==> src/rtl/intrusion_zone_annunciator.sv <==
// Receive end of the intrusion-zone encoder link: debounce, sticky per-zone latches,
// alarm/silence FSM, blink strobe and display scanner. Optional ZONE_MASK_EN adds zone_mask.
//
// state    | meaning
// ---------+-------------------------------------------------
// IDLE     | no zone latched, panel dark
// ALARM    | at least one latch set, blink running
// SILENCED | latches still set, operator silenced the blink
module intrusion_zone_annunciator #(
   parameter int DEBOUNCE_CYCLES = 3,
   parameter int SCAN_DWELL      = 4,
   parameter int BLINK_DIV       = 2
) (
   input  logic       clk,
   input  logic       reset,
   input  logic [2:0] intrusion_zone,
   input  logic       valid,
   input  logic       ack,
   input  logic [2:0] ack_zone,
   input  logic       silence,
`ifdef ZONE_MASK_EN
   input  logic [1:8] zone_mask,
`endif
   output logic [1:8] zone,
   output logic       alarm,
   output logic       blink,
   output logic [2:0] display_zone,
   output logic       display_valid
);

   localparam int DB_W = $clog2(DEBOUNCE_CYCLES + 1);
   localparam int DW_W = (SCAN_DWELL > 1) ? $clog2(SCAN_DWELL) : 1;
   localparam int BK_W = (BLINK_DIV > 1) ? $clog2(BLINK_DIV) : 1;

   localparam logic [DB_W-1:0] DB_MAX  = DB_W'(DEBOUNCE_CYCLES);
   localparam logic [DB_W-1:0] DB_ONE  = DB_W'(1);
   localparam logic [DW_W-1:0] DW_LAST = DW_W'(SCAN_DWELL - 1);
   localparam logic [DW_W-1:0] DW_ONE  = DW_W'(1);
   localparam logic [BK_W-1:0] BK_LAST = BK_W'(BLINK_DIV - 1);
   localparam logic [BK_W-1:0] BK_ONE  = BK_W'(1);

   typedef enum logic [1:0] {
      ST_IDLE     = 2'd0,
      ST_ALARM    = 2'd1,
      ST_SILENCED = 2'd2
   } state_t;

   state_t            state_q, state_d;
   logic [2:0]        in_idx_q, in_idx_d;
   logic              in_vld_q, in_vld_d;
   logic [2:0]        last_idx_q, last_idx_d;
   logic [DB_W-1:0]   db_cnt_q, db_cnt_d;
   logic [7:0]        latch_q, latch_d;
   logic              blink_q, blink_d;
   logic [BK_W-1:0]   bk_cnt_q, bk_cnt_d;
   logic [2:0]        disp_zone_q, disp_zone_d;
   logic              disp_vld_q, disp_vld_d;
   logic [DW_W-1:0]   dwell_q, dwell_d;

   logic [7:0]        allow_mask;
   logic [7:0]        set_mask;
   logic [7:0]        ack_mask;
   logic              new_set;

   // First latched index strictly after cur, wrapping; returns cur itself if it is the only one.
   function automatic logic [2:0] next_set(input logic [7:0] m, input logic [2:0] cur);
      logic [2:0] r;
      logic       found;
      logic [2:0] c;
      r     = cur;
      found = 1'b0;
      for (int k = 1; k <= 8; k++) begin
         c = cur + 3'(k);
         if (!found && m[c]) begin
            r     = c;
            found = 1'b1;
         end
      end
      return r;
   endfunction

   always_comb begin
      allow_mask = '1;
`ifdef ZONE_MASK_EN
      for (int i = 0; i < 8; i++) begin
         allow_mask[i] = ~zone_mask[i+1];
      end
`endif
   end

   always_comb begin
      in_idx_d   = intrusion_zone;
      in_vld_d   = valid;
      last_idx_d = in_idx_q;

      db_cnt_d = '0;
      if (in_vld_q) begin
         if (in_idx_q != last_idx_q) begin
            db_cnt_d = DB_ONE;
         end else if (db_cnt_q != DB_MAX) begin
            db_cnt_d = db_cnt_q + DB_ONE;
         end else begin
            db_cnt_d = db_cnt_q;
         end
      end

      set_mask = '0;
      if (in_vld_q && (db_cnt_d == DB_MAX)) begin
         set_mask = 8'd1 << in_idx_q;
      end
      set_mask = set_mask & allow_mask;

      ack_mask = '0;
      if (ack) begin
         ack_mask = 8'd1 << ack_zone;
      end

      // a set on the same edge as its ack wins
      latch_d = (latch_q & ~ack_mask) | set_mask;
      new_set = |(set_mask & ~latch_q);
   end

   always_comb begin
      state_d = state_q;
      case (state_q)
         ST_IDLE: begin
            if (latch_d != 8'd0) state_d = ST_ALARM;
         end
         ST_ALARM: begin
            if (latch_d == 8'd0)  state_d = ST_IDLE;
            else if (silence)     state_d = ST_SILENCED;
         end
         ST_SILENCED: begin
            if (latch_d == 8'd0)  state_d = ST_IDLE;
            else if (new_set)     state_d = ST_ALARM;
         end
         default: state_d = ST_IDLE;
      endcase
   end

   always_comb begin
      blink_d  = 1'b0;
      bk_cnt_d = '0;
      if (state_d == ST_ALARM) begin
         if (state_q != ST_ALARM) begin
            blink_d  = 1'b1;
            bk_cnt_d = '0;
         end else if (bk_cnt_q == BK_LAST) begin
            blink_d  = ~blink_q;
            bk_cnt_d = '0;
         end else begin
            blink_d  = blink_q;
            bk_cnt_d = bk_cnt_q + BK_ONE;
         end
      end
   end

   always_comb begin
      disp_zone_d = disp_zone_q;
      dwell_d     = dwell_q;
      disp_vld_d  = (latch_d != 8'd0);
      if (latch_d == 8'd0) begin
         disp_zone_d = '0;
         dwell_d     = '0;
      end else if (!disp_vld_q) begin
         disp_zone_d = next_set(latch_d, 3'd7);
         dwell_d     = '0;
      end else if (!latch_d[disp_zone_q] || (dwell_q == DW_LAST)) begin
         disp_zone_d = next_set(latch_d, disp_zone_q);
         dwell_d     = '0;
      end else begin
         dwell_d     = dwell_q + DW_ONE;
      end
   end

   always_ff @(posedge clk or posedge reset) begin
      if (reset) begin
         state_q     <= ST_IDLE;
         in_idx_q    <= '0;
         in_vld_q    <= 1'b0;
         last_idx_q  <= '0;
         db_cnt_q    <= '0;
         latch_q     <= '0;
         blink_q     <= 1'b0;
         bk_cnt_q    <= '0;
         disp_zone_q <= '0;
         disp_vld_q  <= 1'b0;
         dwell_q     <= '0;
      end else begin
         state_q     <= state_d;
         in_idx_q    <= in_idx_d;
         in_vld_q    <= in_vld_d;
         last_idx_q  <= last_idx_d;
         db_cnt_q    <= db_cnt_d;
         latch_q     <= latch_d;
         blink_q     <= blink_d;
         bk_cnt_q    <= bk_cnt_d;
         disp_zone_q <= disp_zone_d;
         disp_vld_q  <= disp_vld_d;
         dwell_q     <= dwell_d;
      end
   end

   always_comb begin
      zone = '0;
      for (int k = 0; k < 8; k++) begin
         zone[k+1] = latch_q[k];
      end
      alarm         = (state_q != ST_IDLE);
      blink         = blink_q;
      display_zone  = disp_zone_q;
      display_valid = disp_vld_q;
   end

endmodule
==> config.mk <==
export PLATFORM = sky130hd
export DESIGN_NAME = intrusion_zone_annunciator
export DESIGN_NICKNAME = d
export VERILOG_FILES = /design/src/rtl/intrusion_zone_annunciator.sv
export SDC_FILE = /design/constraint.sdc
export NUM_CORES = 1
export LEC_CHECK = 0
export ABC_AREA = 0
export CORE_ASPECT_RATIO = 2
export CORE_MARGIN = 8
export CORE_UTILIZATION = 55
export CTS_CLUSTER_DIAMETER = 200
export CTS_CLUSTER_SIZE = 8
export DETAILED_ROUTE_END_ITERATION = 12
export HOLD_SLACK_MARGIN = 0.1
export PLACE_DENSITY_LB_ADDON = 0.08
export SLEW_MARGIN = 5
export SYNTH_ARGS = -nofsm -noshare
export SYNTH_HDL_FRONTEND = slang
export SYNTH_SLANG_ARGS = --single-unit
==> constraint.sdc <==
create_clock -name clk -period 4 [get_ports clk]
set_input_delay 1.2 -clock clk [delete_from_list [all_inputs] [get_ports clk]]
set_output_delay 1.2 -clock clk [all_outputs]
set_load 0.02 [all_outputs]
==> metrics.txt, run 1 <==
status=finished, final reports clean; Net Sw Frac=0.333; RSZ-0062 raised after global routing=false; die height=110 um; largest net degree at the start of global routing=28; Setup TNS Final=0 ns; Max Fclk=0.266 GHz; Synth area leaders=dfrtp_1 28%, a221oi_1 6.4%, mux4_2 4.6%, mux2i_1 3.7%, mux4_1 3.2%; fin crit period=3.76 ns; worst skew pair latency=0.28 ns; first-pass GRT wire length=12.0 mm; number of global-route vias before repair=2,463; total CTS buffers=3; mean post-synth cell area=10.1 um2; n_diodes=0; commonest cells after routing, fill and taps aside=51 x buf_4, 27 x dfrtp_1, 20 x clkdlybuf4s50_1; clock power share=0.227; CP Launch Type=input port; DRC Markers=0; Final Max Slew Viols=0; Synth top area share=0.275; Finished Core Util=0.723; FF/Latch Area=676 um2; Worst VDD drop=0.000298 V; fin nets=326; share of cells above drive strength 1=0.299; hold_buf cts=0; num rows=34; hpwl dp=6.04 mm; total wire length=7.58 mm; Leak=1.41 nW; I/O Buffers=24; Root Buffer=clkbuf_8; EDFF count, synth=0; period utilization=0.941; Rel. slew slack=0.339; post-route insts no fill=365; DIE AREA=6990 um2; hold_ws=0.441 ns; post-placement cell count=360; Routed WL per cell=20.8 um; Comb pwr share=0.363; syn_nets=258; post-route cell area=3140 um2; final hold vios=0; largest area contributor in the netlist=dfrtp_1; kind of critical path=input port to flip-flop; Total GRT Usage=0.212; # setup viols final=0; async set-reset flop share out of synthesis=1.00; Flop pwr share=0.410; CP endpoint kind=flip-flop; most common cell after layout, fill and taps aside=buf_4; area grow syn2layout=27.9%; max capacitance violation total=0; Clock Sinks=27; Power Internal=0.000481 W; Synth warnings=0; clk_skew=0.00295 ns; CORE AREA=4340 um2; ys flop type=dfrtp_1; I/O pin total=25; total power per unit cell area=230 nW/um2; DP Area=3060 um2; Syn Inst Count=244; CTS tree=yes; # fillers=348; area of the mapped netlist=2450 um2; CTS clock-pin slew for the worst setup and hold paths=0.10 ns; H-tree depth=1; final global-route overflow total=0; initial antenna violation count=0; Starting Density=0.566; crit path DAT=3.94 ns; number of synthesized register bits=27; Worst Max-Slew Pin Slew=0.990 ns; CTS Buffer Depth=2; distinct cell type count after synthesis=70; Seq/Total Area, Yosys=0.275; remaining antenna violation count after routing=0; Iter 0 DRT Violations=170; chip width=63.2 um; routed vias/inst=6.69; Pre-Repair DR Iteration Count=4; vias=2,442; hold crit path type=flip-flop to flip-flop; Multi-input gate area=1650 um2; CP required=4.17 ns; Worst Path Max Fanout=5; Switch Pwr=0.000241 W; final weighted congestion in routability-driven placement=0.984
cell families (layout without fill, tap and decap cells):
kind of cell	count (synthesis)	in the layout	share of synthesized area
fa+ha+maj	3	3	0.0153
compound gates	72	72	0.253
xor+xnor	5	5	0.0178
flops	27	27	0.275
mux	24	24	0.150
simple gates	83	83	0.227
buf+inv	30	97	0.0612
critical path, stage by stage:
cell	delay, ns
dlymetal6s2s_1	0.14
or4b_4	0.58
a22oi_4	0.19
inv_2	0.05
mux4_2	0.45
mux2_4	0.33
nor4_4	0.34
and2_4	0.22
a221oi_2	0.07
o41ai_2	0.37
what timing repair did:
item | in CTS | in global routing
endpoints found under the setup margin | 0 | 3
setup buffers | 0 | 1
resized for setup | 0 | 10
power by group through the flow:
stage | clock network (W) | registers [W] | logic [W]
2_1_floorplan | 0 | 0.000297 | 0.000168
3_3_place_gp | 0 | 0.000300 | 0.000250
3_5_place_dp | 0 | 0.000301 | 0.000253
4_1_cts | 0.000167 | 0.000295 | 0.000255
5_1_grt | 0.000177 | 0.000297 | 0.000278
6_report | 0.000164 | 0.000296 | 0.000262
state kept, by name, indices dropped and copies added (netlist names):
| register | count |
|---|---|
| display_zone | 3 |
| bk_cnt_q | 1 |
| db_cnt_q | 2 |
| in_vld_q | 1 |
| last_idx_q | 3 |
| in_idx_q | 3 |
| display_valid | 1 |
| state_q | 2 |
| latch_q | 8 |
| dwell_q | 2 |
| blink | 1 |
through the flow:
| stage | worst slack, ns | power, W |
|---|---|---|
| 6_report | 0.237 | 0.000722 |
| 5_1_grt | 0.184 | 0.000753 |
| 4_1_cts | 0.0114 | 0.000718 |
| 3_5_place_dp | -0.275 | 0.000554 |
| 3_3_place_gp | -0.281 | 0.000551 |
| 2_1_floorplan | 0.265 | 0.000466 |
final timing paths:
kind,end,slack [ns],startpoint,depth (start not counted)
hold / removal,dwell_q[0],0.44,dwell_q[0],1
setup / recovery,display_zone[2],0.24,ack_zone[0],10
max in group asynchronous,state_q[1],1.95,reset,2
min in group asynchronous,in_vld_q,1.45,reset,2
hold reg to reg,dwell_q[0],0.44,dwell_q[0],1
setup reg to reg,display_zone[2],0.59,display_zone[0],10
per-layer routing:
metal / GRT usage / vias to the layer above / share of wire
met4: 0.133 / 0 / 0.066
met3: 0.0324 / 35 / 0.046
met5: 0 / - / 0
li1: - / 1110 / -
met1: 0.198 / 1203 / 0.34
met2: 0.404 / 94 / 0.55
cell type report:
cell class | count | share of cell area
Multi-Input combinational cell | 187 | 0.524
Sequential cell | 27 | 0.215
Timing Repair Buffer | 75 | 0.202
Inverter | 18 | 0.0215
Tap cell | 54 | 0.0215
Clock buffer | 3 | 0.0132
Clock inverter | 1 | 0.00279
Yosys cell counts (3+ instances only):
library cell,number
a211oi_1,3
a21oi_1,4
a221oi_1,18
a22oi_1,4
a22oi_4,3
and2_1,3
buf_2,3
buf_6,4
clkbuf_1,3
dfrtp_1,27
ha_1,3
inv_1,12
inv_2,4
mux2_2,4
mux2i_1,9
mux4_1,3
mux4_2,5
nand2_1,14
nand2b_1,5
nand3_1,5
nand4b_1,3
nand4bb_1,3
nor2_1,8
nor2b_1,4
nor3_1,4
nor3b_1,5
nor4_1,6
o21ai_0,12
or2_2,5
xor2_1,3
No activity file was read; power rests on OpenSTA's default activity.
==> run 2: changes to the inputs <==
- ABC_AREA: 0 -> 1
- PLACE_DENSITY: unset -> 0.79
- PLACE_DENSITY_LB_ADDON: 0.08 -> unset
==> metrics.txt, run 2 <==
status=finished, final reports clean (unchanged); Synth warnings=0 (unchanged); I/O Buffers=24 (unchanged); I/O pin total=25 (unchanged); final weighted congestion in routability-driven placement=0.971 (was 0.984); Worst Path Max Fanout=6 (was 5); max capacitance violation total=0 (unchanged); number of global-route vias before repair=2,081 (was 2,463); die height=104 um (was 110 um); Largest Register=latch_q (unchanged); remaining antenna violation count after routing=0 (unchanged); clock power share=0.108 (was 0.227); Switch Pwr=0.000818 W (was 0.000241 W); share of cells above drive strength 1=0.125 (was 0.299); # fillers=349 (was 348); Flop pwr share=0.236 (was 0.410); commonest cells after routing, fill and taps aside=77 x nand2_1, 52 x inv_1, 50 x nand3_1 (was 51 x buf_4, 27 x dfrtp_1, 20 x clkdlybuf4s50_1); final hold vios=0 (unchanged); total CTS buffers=3 (unchanged); Net Sw Frac=0.525 (was 0.333); Largest register FFs=8 (unchanged); crit-path max cell delay=0.48 ns (was 0.58 ns); vias=2,086 (was 2,442); num rows=32 (was 34); CTS resizes=0 (unchanged); initial antenna violation count=0 (unchanged); kind of critical path=input port to flip-flop (unchanged); cell with the most instances after synthesis=nand2_1 (was dfrtp_1); Iter 0 DRT Violations=70 (was 170); crit-path cells=clkdlybuf4s50_1 > inv_1 > nor2_1 > a21oi_1 > inv_1 > nand3_1 > nand3_1 > nand3_2 > nand2_4 > nand3_4 > nor3_2 > nand2_1 > nand3_1 > nand2_1 > nand2_1 > nand2_1 > nand2_1 > nand2_1 (was dlymetal6s2s_1 > or4b_4 > a22oi_4 > inv_2 > mux4_2 > mux2_4 > nor4_4 > and2_4 > a221oi_2 > o41ai_2); Clock Sinks=27 (unchanged); Max Fclk=0.298 GHz (was 0.266 GHz); Comb pwr share=0.656 (was 0.363); CP endpoint kind=flip-flop (unchanged); period utilization=0.838 (was 0.941); # setup viols final=0 (unchanged); worst skew pair latency=0.28 ns (about the same); Synth area leaders=dfrtp_1 32%, nand2_1 14%, nand3_1 12%, inv_1 9.2%, nand3_2 5.7% (was dfrtp_1 28%, a221oi_1 6.4%, mux4_2 4.6%, mux2i_1 3.7%, mux4_1 3.2%); clk_skew=0.00319 ns (was 0.00295 ns); Max stage delay cell, worst path=clkdlybuf4s50_1 (was or4b_4); fin crit period=3.35 ns (was 3.76 ns); Total GRT Usage=0.180 (was 0.212); distinct cell type count after synthesis=34 (was 70); CTS Buffer Depth=2 (unchanged); reg2reg path depth=15 (was 10); hold_buf cts=0 (unchanged); WHS Path Cells=1 (unchanged); area of the mapped netlist=2110 um2 (was 2450 um2); Setup TNS Final=0 ns (unchanged); Worst Path Buf+Inv=3 (was 2); Routed WL per cell=13.6 um (was 20.8 um); CP Depth=18 (was 10); total wire length=5.27 mm (was 7.58 mm); EDFF count, synth=0 (unchanged); Seq/Total Area, Yosys=0.320 (was 0.275); PnR Total Power=0.00156 W (was 0.000722 W); crit path DAT=3.54 ns (was 3.94 ns); hpwl dp=4.31 mm (was 6.04 mm); DP Area=2400 um2 (was 3060 um2); largest net degree at the start of global routing=28 (unchanged); mean post-synth cell area=6.76 um2 (was 10.1 um2); postcts setup bufs=0 (unchanged); Leak=1.30 nW (was 1.41 nW); Final Max Slew Viols=0 (unchanged); CTS clock-pin slew for the worst setup and hold paths=0.10 ns (about the same); DRC Markers=0 (unchanged); chip width=59.8 um (was 63.2 um); total power per unit cell area=637 nW/um2 (was 230 nW/um2); ys flop type=dfrtp_1 (unchanged); H-tree depth=1 (unchanged); hold crit path type=flip-flop to flip-flop (unchanged); RSZ-0062 raised after global routing=false (unchanged); CTS tree=yes (unchanged); synth cell count leaders=77 x nand2_1, 52 x inv_1, 50 x nand3_1 (was 27 x dfrtp_1, 18 x a221oi_1, 14 x nand2_1); area grow syn2layout=15.7% (was 27.9%); Worst VDD drop=0.000585 V (was 0.000298 V); Power Internal=0.000740 W (was 0.000481 W); Synth top area share=0.320 (was 0.275); DIE AREA=6210 um2 (was 6990 um2); Starting Density=0.562 (was 0.566); final global-route overflow total=0 (unchanged); Finished Core Util=0.650 (was 0.723); largest area contributor in the netlist=dfrtp_1 (unchanged); number of synthesized register bits=27 (unchanged); post-route cell area=2450 um2 (was 3140 um2); CP required=4.19 ns (was 4.17 ns); syn_nets=327 (was 258); Root Buffer=clkbuf_8 (unchanged); CORE AREA=3760 um2 (was 4340 um2); Syn Inst Count=313 (was 244); first-pass GRT wire length=8.95 mm (was 12.0 mm); Rel. slew slack=0.305 (was 0.339); routed vias/inst=5.38 (was 6.69); Pre-Repair DR Iteration Count=4 (unchanged); most common cell after layout, fill and taps aside=nand2_1 (was buf_4); Crit path max-delay family=simple AND/OR/NAND/NOR gates (unchanged); fin nets=352 (was 326); CP most frequent cell=nand2_1; n_diodes=0 (unchanged); CP Launch Type=input port (unchanged); async set-reset flop share out of synthesis=1.00 (unchanged); Worst Max-Slew Pin Slew=1.04 ns (was 0.990 ns)
## run 2: cell count changes after synthesis, sizes merged, moves of 6 or more
cell,previous run,this run
mux2,7,0
nor4,8,1
nand3,5,64
mux4,8,0
mux2i,9,0
nand2,14,83
nor2,8,39
a221oi,20,0
inv,16,56
a22oi,8,0
buf,9,3
## run 2: final timing paths
check | from | to | slack (ns)
min in group asynchronous | reset | blink | 1.46
worst max register to register | display_zone[1] | display_zone[2] | 1.16
max in group asynchronous | reset | display_zone[0] | 1.91
worst min register to register | dwell_q[0] | dwell_q[0] | 0.44
worst min-delay path | dwell_q[0] | dwell_q[0] | 0.44
worst max-delay path | ack | display_zone[2] | 0.65
## run 2: logic make-up (layout without fill, tap and decap cells)
group	Yosys count	count (layout)	share of synthesized area
flops	27	27	0.320
compound gates	24	24	0.0675
simple gates	195	195	0.469
fa+ha+maj	3	3	0.0178
buf+inv	60	84	0.109
xor+xnor	4	4	0.0166
## run 2: per-layer routing
layer,vias up,wire [um],GRT usage
li1,1050,-,-
met1,953,2150,0.209
met2,63,2710,0.298
met3,20,198,0.0248
met4,0,211,0.0964
met5,-,0,0
## run 2: power by group through the flow
stage                     clock network (W)  registers [W]  logic, W
after floorplan                           0       0.000370  0.000779
after global placement                    0       0.000371   0.00100
after detailed placement                  0       0.000373   0.00102
after CTS                          0.000174       0.000368   0.00102
after global routing               0.000180       0.000374   0.00115
final                              0.000168       0.000368   0.00102
## run 2: through the flow
stage | hold slack [ns] | std cells | setup WS (ns)
final | 0.442 | 388 | 0.647
after global routing | 0.460 | 388 | 0.330
after CTS | 0.446 | 388 | 0.658
after detailed placement | 0.424 | 384 | 0.365
after global placement | 0.428 | 384 | 0.466
after floorplan | 0.407 | 313 | 1.15
## run 2: area by class of cell
class | instances | area, um2 | share of cell area
clock buffer | 3 | 41.3 | 0.0169
clock inverter | 1 | 8.76 | 0.00358
inverter | 56 | 210 | 0.0859
multi-input combinational | 226 | 1210 | 0.493
sequential | 27 | 676 | 0.276
tap | 51 | 63.8 | 0.0261
timing repair buffer | 24 | 240 | 0.0982
==> run 3: changes to the inputs <==
- clock period: 4 -> 3.15 ns (I/O delays scaled with it)
==> metrics.txt, run 3 (synthesized netlist as in run 2, its figures left out) <==
number of global-route vias before repair=2,213 (was 2,081); Setup TNS Final=0 ns (unchanged); period utilization=0.936; num rows=32 (unchanged); Max Fclk=0.339 GHz; worst skew pair latency=0.29 ns (was 0.28 ns); CP most frequent cell=nand2_1 (unchanged); final global-route overflow total=0 (unchanged); Multi-input gate area=1310 um2 (was 1210 um2); Final Max Slew Viols=0 (unchanged); CP Launch Type=input port (unchanged); total wire length=5.67 mm (was 5.27 mm); initial antenna violation count=0 (unchanged); CTS Buffer Depth=2 (unchanged); post-route insts no fill=409 (was 388); hold crit path type=flip-flop to flip-flop (unchanged); DRC Markers=0 (unchanged); crit-path cells=clkdlybuf4s50_1 > inv_1 > nor2_4 > a21oi_1 > inv_1 > nand3_1 > nand3_1 > nand2_1 > nand2_1 > nand2_2 > inv_1 > nor2_2 > nor2_1 > nand2_1 > nand3_1 > nand3_1 > nand2_1 > nand2_1 > nand2_1 > nand2_1 > nand2_1 (was clkdlybuf4s50_1 > inv_1 > nor2_1 > a21oi_1 > inv_1 > nand3_1 > nand3_1 > nand3_2 > nand2_4 > nand3_4 > nor3_2 > nand2_1 > nand3_1 > nand2_1 > nand2_1 > nand2_1 > nand2_1 > nand2_1); final hold vios=0 (unchanged); # fillers=330 (was 349); status=finished, final reports clean (unchanged); PnR Total Power=0.00225 W (was 0.00156 W); final weighted congestion in routability-driven placement=0.993 (was 0.971); CP required=3.33 ns (was 4.19 ns); hpwl dp=4.42 mm (was 4.31 mm); CTS clock-pin slew for the worst setup and hold paths=0.10 ns (about the same); largest net degree at the start of global routing=28 (unchanged); total CTS buffers=3 (unchanged); Routed WL per cell=13.9 um (was 13.6 um); Worst Path Max Fanout=4 (was 6); area grow syn2layout=28.3% (was 15.7%); Total GRT Usage=0.192 (was 0.180); Largest register FFs=8 (unchanged); first-pass GRT wire length=9.53 mm (was 8.95 mm); share of cells above drive strength 1=0.237 (was 0.125); Clock Sinks=27 (unchanged); fin nets=373 (was 352); n_diodes=0 (unchanged); commonest cells after routing, fill and taps aside=72 x nand2_1, 52 x inv_1, 38 x nand3_1 (was 77 x nand2_1, 52 x inv_1, 50 x nand3_1); Iter 0 DRT Violations=99 (was 70); total power per unit cell area=828 nW/um2 (was 637 nW/um2); most common cell after layout, fill and taps aside=nand2_1 (unchanged); Worst Max-Slew Pin Slew=0.515 ns (was 1.04 ns); CORE AREA=3760 um2 (unchanged); fin crit period=2.95 ns; RSZ-0062 raised after global routing=true (was false); Max stage delay cell, worst path=clkdlybuf4s50_1 (unchanged); die height=104 um (unchanged); DP Area=2550 um2 (was 2400 um2); chip width=59.8 um (unchanged); Pre-Repair DR Iteration Count=5 (was 4); kind of critical path=input port to flip-flop (unchanged); crit path DAT=3.13 ns (was 3.54 ns); post-placement cell count=405 (was 384); worst setup margin=0.203 ns (was 0.647 ns); Leak=1.45 nW (was 1.30 nW); FF/Latch Area=676 um2 (unchanged); Root Buffer=clkbuf_8 (unchanged); crit-path max cell delay=0.42 ns (was 0.48 ns); Rel. slew slack=0.654 (was 0.305); Worst VDD drop=0.000588 V (was 0.000585 V); I/O pin total=25 (unchanged); DIE AREA=6210 um2 (unchanged); routed vias/inst=5.36 (was 5.38); remaining antenna violation count after routing=0 (unchanged); I/O Buffers=24 (unchanged); H-tree depth=1 (unchanged); Starting Density=0.562 (unchanged); max capacitance violation total=0 (unchanged); # setup viols final=0 (unchanged); Largest Register=latch_q (unchanged); vias=2,191 (was 2,086); clk_skew=0.00540 ns (was 0.00319 ns); CTS tree=yes (unchanged); post-route cell area=2710 um2 (was 2450 um2); Place WS=-0.187 ns (was 0.365 ns); CP endpoint kind=flip-flop (unchanged)
run 3: cell count changes in the layout (fill, tap and decap cells not counted), moves of 3 or more:
cell             change
nand3_2             +12
nor2_1               -5
clkdlybuf4s50_1      -3
nand2_2              +5
buf_4               +21
nand3_1             -12
dlymetal6s2s_1       +3
nand2_1              -5
nor2_2               +3
run 3: cell type report:
cell class	count	area share
flip-flops and latches	27	0.249
repair buffers	45	0.149
multi-input cells	226	0.482
inverters	56	0.0775
clock inverters	1	0.00323
clock buffers	3	0.0152
well taps	51	0.0235
run 3: what timing repair did:
action | in CTS | in global routing
setup endpoints to repair | 0 | 4
hold buffers | 0 | 0
resized for setup | 0 | 28
buffers inserted | 0 | 0
run 3: metal layers:
metal,track usage,up-vias,wire [um]
met4,0.0620,0,107
met1,0.225,1017,2250
li1,-,1085,-
met2,0.331,75,3010
met3,0.0335,14,305
met5,0,-,0
run 3: worst max-delay path: cells and delay by family:
family	cells	cell delay (ns)
compound gates	1	0.20
buf+inv	4	0.68
simple gates	16	1.31
run 3: path summary, 6_finish.rpt:
check                                start  depth (start not counted)  slack (ns)               to
setup reg to reg           display_zone[0]                         19        0.27  display_zone[2]
min in group asynchronous            reset                          3        1.02      in_idx_q[2]
hold reg to reg                   bk_cnt_q                          1        0.44         bk_cnt_q
hold / removal                    bk_cnt_q                          1        0.44         bk_cnt_q
max in group asynchronous            reset                          3        1.87       latch_q[4]
setup / recovery                       ack                         21        0.20  display_zone[2]
run 3: per-stage QoR:
| stage | hold WS [ns] | utilization |
|---|---|---|
| finish | 0.441 | 0.721 |
| global route | 0.450 | 0.721 |
| CTS | 0.443 | 0.692 |
| detailed placement | 0.424 | 0.679 |
| global placement | 0.425 | 0.679 |
| floorplan | 0.407 | - |
run 3: report_power, final:
part | switching (W) | total, W | internal [W]
sequential | 0.0000626 | 0.000457 | 0.000394
combinational | 0.000978 | 0.00157 | 0.000596
clock | 0.000124 | 0.000217 | 0.0000933
total | 0.00116 | 0.00225 | 0.00108
